--- src/rtl/ppu_ctrl.sv ---
// Job-level controller for the post-processing unit: takes a job configuration, feeds partial sums to
// the PPU in bypass or maxpool mode, and registers the 8-bit results onto a ready/valid output stream.
`ifndef DATA_BITS
`define DATA_BITS 32
`endif

module ppu_ctrl #(
    parameter int DATA_BITS = `DATA_BITS
) (
    input  logic                 clk,
    input  logic                 rst,
    input  logic                 cfg_valid,
    output logic                 cfg_ready,
    input  logic [5:0]           cfg_scaling_factor,
    input  logic                 cfg_relu_en,
    input  logic                 cfg_pool_en,
    input  logic [2:0]           cfg_pool_k,
    input  logic [15:0]          cfg_num_out,
    input  logic                 in_valid,
    output logic                 in_ready,
    input  logic [DATA_BITS-1:0] in_data,
    output logic [DATA_BITS-1:0] ppu_data_in,
    output logic [5:0]           ppu_scaling_factor,
    output logic                 ppu_relu_en,
    output logic                 ppu_maxpool_en,
    output logic                 ppu_maxpool_init,
    output logic                 ppu_relu_sel,
    input  logic [7:0]           ppu_data_out,
    output logic                 out_valid,
    input  logic                 out_ready,
    output logic [7:0]           out_data,
    output logic                 done
);

    typedef enum logic [1:0] {IDLE, RUN, CAPTURE, FLUSH} state_e;

    state_e      state_q, state_d;
    logic [5:0]  scale_q, scale_d;
    logic        relu_q, relu_d;
    logic        pool_q, pool_d;
    logic [2:0]  k_q, k_d;
    logic [15:0] num_out_q, num_out_d;
    logic [15:0] out_cnt_q, out_cnt_d;
    logic [2:0]  win_cnt_q, win_cnt_d;
    logic        out_valid_q, out_valid_d;
    logic [7:0]  out_data_q, out_data_d;
    logic        free;
    logic        capture;

    always_comb begin
        state_d          = state_q;
        scale_d          = scale_q;
        relu_d           = relu_q;
        pool_d           = pool_q;
        k_d              = k_q;
        num_out_d        = num_out_q;
        out_cnt_d        = out_cnt_q;
        win_cnt_d        = win_cnt_q;
        out_data_d       = out_data_q;
        out_valid_d      = out_valid_q && !out_ready;
        cfg_ready        = 1'b0;
        in_ready         = 1'b0;
        ppu_maxpool_en   = 1'b0;
        ppu_maxpool_init = 1'b0;
        ppu_relu_sel     = 1'b0;
        done             = 1'b0;
        free             = !out_valid_q || out_ready;
        capture          = 1'b0;

        case (state_q)
            IDLE: begin
                cfg_ready = 1'b1;
                if (cfg_valid) begin
                    scale_d   = cfg_scaling_factor;
                    relu_d    = cfg_relu_en;
                    pool_d    = cfg_pool_en;
                    k_d       = (cfg_pool_k == 3'd0) ? 3'd1 : cfg_pool_k;
                    num_out_d = cfg_num_out;
                    out_cnt_d = 16'd0;
                    win_cnt_d = 3'd0;
                    state_d   = (cfg_num_out == 16'd0) ? FLUSH : RUN;
                end
            end
            RUN: begin
                if (pool_q) begin
                    // Pool windows always accept; output backpressure is absorbed in CAPTURE.
                    in_ready = 1'b1;
                    if (in_valid) begin
                        ppu_maxpool_en   = 1'b1;
                        ppu_maxpool_init = (win_cnt_q == 3'd0);
                        if (win_cnt_q == k_q - 3'd1) begin
                            win_cnt_d = 3'd0;
                            state_d   = CAPTURE;
                        end else begin
                            win_cnt_d = win_cnt_q + 3'd1;
                        end
                    end
                end else begin
                    in_ready = free;
                    capture  = in_valid && free;
                end
            end
            CAPTURE: begin
                ppu_relu_sel = 1'b1;
                capture      = free;
            end
            FLUSH: begin
                if (free) begin
                    done    = 1'b1;
                    state_d = IDLE;
                end
            end
            default: state_d = IDLE;
        endcase

        if (capture) begin
            out_data_d  = ppu_data_out;
            out_valid_d = 1'b1;
            out_cnt_d   = out_cnt_q + 16'd1;
            state_d     = (out_cnt_q + 16'd1 == num_out_q) ? FLUSH : RUN;
        end
    end

    always_ff @(posedge clk or posedge rst) begin
        if (rst) begin
            state_q     <= IDLE;
            scale_q     <= 6'd0;
            relu_q      <= 1'b0;
            pool_q      <= 1'b0;
            k_q         <= 3'd0;
            num_out_q   <= 16'd0;
            out_cnt_q   <= 16'd0;
            win_cnt_q   <= 3'd0;
            out_valid_q <= 1'b0;
            out_data_q  <= 8'd0;
        end else begin
            state_q     <= state_d;
            scale_q     <= scale_d;
            relu_q      <= relu_d;
            pool_q      <= pool_d;
            k_q         <= k_d;
            num_out_q   <= num_out_d;
            out_cnt_q   <= out_cnt_d;
            win_cnt_q   <= win_cnt_d;
            out_valid_q <= out_valid_d;
            out_data_q  <= out_data_d;
        end
    end

    assign ppu_data_in        = in_data;
    assign ppu_scaling_factor = scale_q;
    assign ppu_relu_en        = relu_q;
    assign out_valid          = out_valid_q;
    assign out_data           = out_data_q;

endmodule
--- config.mk ---
export PLATFORM = sky130hd
export DESIGN_NAME = ppu_ctrl
export DESIGN_NICKNAME = d
export VERILOG_FILES = /design/src/rtl/ppu_ctrl.sv
export SDC_FILE = /design/constraint.sdc
export NUM_CORES = 1
export LEC_CHECK = 0
export ABC_CLOCK_PERIOD_IN_PS = 2500
export CORE_MARGIN = 3
export CORE_UTILIZATION = 46
export CTS_BUF_LIST = sky130_fd_sc_hd__clkbuf_8
export DETAILED_ROUTE_END_ITERATION = 16
export PLACE_DENSITY_LB_ADDON = 0.3
export SYNTH_ARGS = -nofsm -noshare
export SYNTH_HDL_FRONTEND = slang
export SYNTH_SLANG_ARGS = --single-unit
--- constraint.sdc ---
create_clock -name clk -period 2.5 [get_ports clk]
set_clock_uncertainty 0.05 [all_clocks]
set_input_delay 0.375 -clock clk [delete_from_list [all_inputs] [get_ports clk]]
set_output_delay 0.375 -clock clk [all_outputs]
set_load 0.01 [all_outputs]
==> results.txt <==
IO Pins -> 126
Initial core utilization -> 0.487
Clk_lat worst skew -> 0.34 ns
Die Ht -> 92.0 um
Critical path type -> reg2out
Area contributors post-synth -> dfrtp_1 42%, mux2_2 11%, buf_4 7.7%
Yosys top cell by area -> dfrtp_1
Proportion of netlist area held by the largest area contributor -> 0.420
Wirelength, routed -> 7.09 mm
Worst vdd ir -> 0.784 mV
Cell variety after synth -> 51
Crit path time final -> 2.39 ns
CTS tree -> done
Clock share of power -> 0.223
Sequential Power Share -> 0.331
Max-cap viol count -> 0
GPL Wtd Cong -> 0.907
Max Freq -> 418 MHz
ANT nets after route -> 0
Die ar. -> 8460 sq um
Average wire per standard cell -> 15.6 um
Global route overflow -> 0
CP max FO -> 7
Outcome -> finished clean
# fillers -> 634
ANT cells -> 0
# rows -> 30
Post-DP HPWL -> 5.29 mm
Final Hold Viols -> 0
Worst min-delay path class -> in2async
Final Max Slew Viols -> 0
Comb power frac -> 0.446
CP Launch Type -> flop
Largest net degree at the start of global routing -> 38
Initial antenna violation count -> 0
Worst-Margin Slew -> 0.528 ns
TNS Setup -> 0 ns
Asr flop ratio synth -> 1.00
Die X -> 92.0 um
DRC -> 0
Vias in the first global route -> 2495
Count of input and output buffers -> 61
Crit path capture type -> primary output
Slew headroom -> 0.648
Min Hold Slack -> 0.333 ns
Final period util -> 0.957
Pleak -> 1.73 nW
Htree depth -> 3
FF+latch count, synth -> 57
Sw power -> 1.61 mW
Drt pass-1 iters -> 4
Worst slack, placed -> 0.296 ns
Share of cells above drive strength 1 -> 0.198
Pwr Total -> 4.73 mW
Vias post-DR -> 2415
Clock sinks -> 57
Mapped Avg Cell Area -> 10.6 sq um
DRT iter0 DRCs -> 82
Syn Inst Count -> 320
Fin area -> 4130 sq um
Clk slew on worst S/H paths -> 0.07 ns
Tot GR Track Use -> 0.181
Ys flop type -> dfrtp_1
EDFF count, synth -> 0
First-pass GRT wire length -> 12.0 mm
Pwr dens -> 1150 nW/um^2
WP data required -> 2.08 ns
YS warnings -> 0
Vias per inst -> 5.32
Area grow syn2layout -> 21.5%
Final setup viols -> 0
Total CTS buffers -> 9
Sw frac -> 0.340
Commonest cells post-synth -> 57 x dfrtp_1, 35 x buf_4, 34 x mux2_2
Post-route setup slack -> 0.109 ns
RSZ-0062 raised after global routing -> no
Synth Cell Area -> 3400 sq um
Syn_nets -> 400
Fin nets -> 433
Internal power -> 3.12 mW
CP arrival -> 1.97 ns
CTS Hold Bufs -> 0
Core box area -> 6980 sq um
Dominant cell by count in the synthesized netlist -> dfrtp_1
Clk root buf -> clkbuf_8
CTS max path bufs -> 2
Sequential-to-total area share from yosys stat -> 0.420
Placed Area -> 3870 sq um
## final cells by class
| cell class | instances | area, sq um | area share |
|---|---|---|---|
| clock inverter | 6 | 106 | 0.0257 |
| multi-input combinational | 207 | 1630 | 0.394 |
| tap | 96 | 120 | 0.0291 |
| clock buffer | 10 | 138 | 0.0333 |
| inverter | 11 | 41.3 | 0.0100 |
| timing repair buffer | 67 | 668 | 0.162 |
| sequential | 57 | 1430 | 0.346 |
## what timing repair did
action | CTS | global route
gates resized for setup | 2 | 2
endpoints found under the setup margin | 1 | 1
buffers inserted | 0 | 0
## final timing paths
path	start	end	slack, ns	depth (start not counted)
min reg2reg	out_data[1]$_DFFE_PP0P_	out_data[1]$_DFFE_PP0P_	0.45	1
max in group asynchronous	rst	state_q[1]$_DFFE_PP0P_	1.50	3
min in group clk	out_data[1]$_DFFE_PP0P_	out_data[1]$_DFFE_PP0P_	0.45	1
min	rst	num_out_q[2]$_DFFE_PP0P_	0.33	2
max	state_q[1]$_DFFE_PP0P_	ppu_maxpool_init	0.11	6
max reg2reg	out_cnt_q[1]$_DFFE_PP0P_	state_q[1]$_DFFE_PP0P_	0.26	7
## through the flow
stage | util | instances
after global routing | 0.592 | 454
after detailed placement | 0.555 | 438
final | 0.592 | 454
after CTS | 0.591 | 454
after global placement | 0.555 | 438
after floorplan | - | 320
## cells by family (layout without fill, tap and decap cells)
family / after synthesis / count (layout) / share of synthesized area
AO/OA/AOI/OAI: 47 / 47 / 0.0946
XOR/XNOR: 31 / 31 / 0.0839
flip-flops: 57 / 57 / 0.420
multiplexers: 35 / 35 / 0.116
buffers and inverters: 56 / 94 / 0.105
adder cells (fa/ha/maj): 8 / 8 / 0.0294
AND/OR/NAND/NOR: 86 / 86 / 0.152
## power groups by stage
stage                     sequential, mW  clock (mW)  combinational [mW]
final                               1.57        1.05                2.11
after global routing                1.62        1.12                2.32
after CTS                           1.57        1.08                2.14
after detailed placement            1.58           0                2.10
after global placement              1.57           0                2.06
after floorplan                     1.57           0                1.46
## registers in the layout, indices dropped and copies added (netlist names), 2 cells and up
signal,flops
k_q,3
out_cnt_q,16
out_data,8
win_cnt_q,3
state_q,2
num_out_q,16
ppu_scaling_factor,6
## worst max-delay path, cell delays in order, from the launching register on
cell and delay [ns]:
dfrtp_2 0.44, inv_2 0.09, ha_4 0.16, inv_1 0.09, nor2_1 0.14, and3b_1 0.17
clkdlybuf4s50_1 0.53
## cell usage in the layout (no fill, tap or decap), drive strengths merged, types with 2 or more instances in the layout
master	netlist	final
nor2b	5	5
nor2	18	18
and2	4	4
o311ai	2	2
and3	5	5
o21ai	20	20
nand3	12	12
buf	42	6
clkbuf	3	10
and3b	2	2
dfrtp	57	57
nand2	15	15
o31ai	8	8
bufinv	0	3
a21oi	4	4
nand2b	3	3
xor2	12	12
a41oi	2	2
inv	11	12
xnor2	18	18
mux2	34	34
o41ai	3	3
ha	8	8
nor3	6	6
nor4	5	5
nand4	6	6
clkdlybuf4s50	0	61
a31oi	3	3
## per-layer routing
metal  part of all wire  global-route usage  vias up
met5                  0                   0        -
met4              0.029              0.0965        0
met3              0.058              0.0459       32
met2               0.47               0.285       54
met1               0.44               0.228     1167
li1                   -                   -     1162
Power figures use the tool's default switching activity.
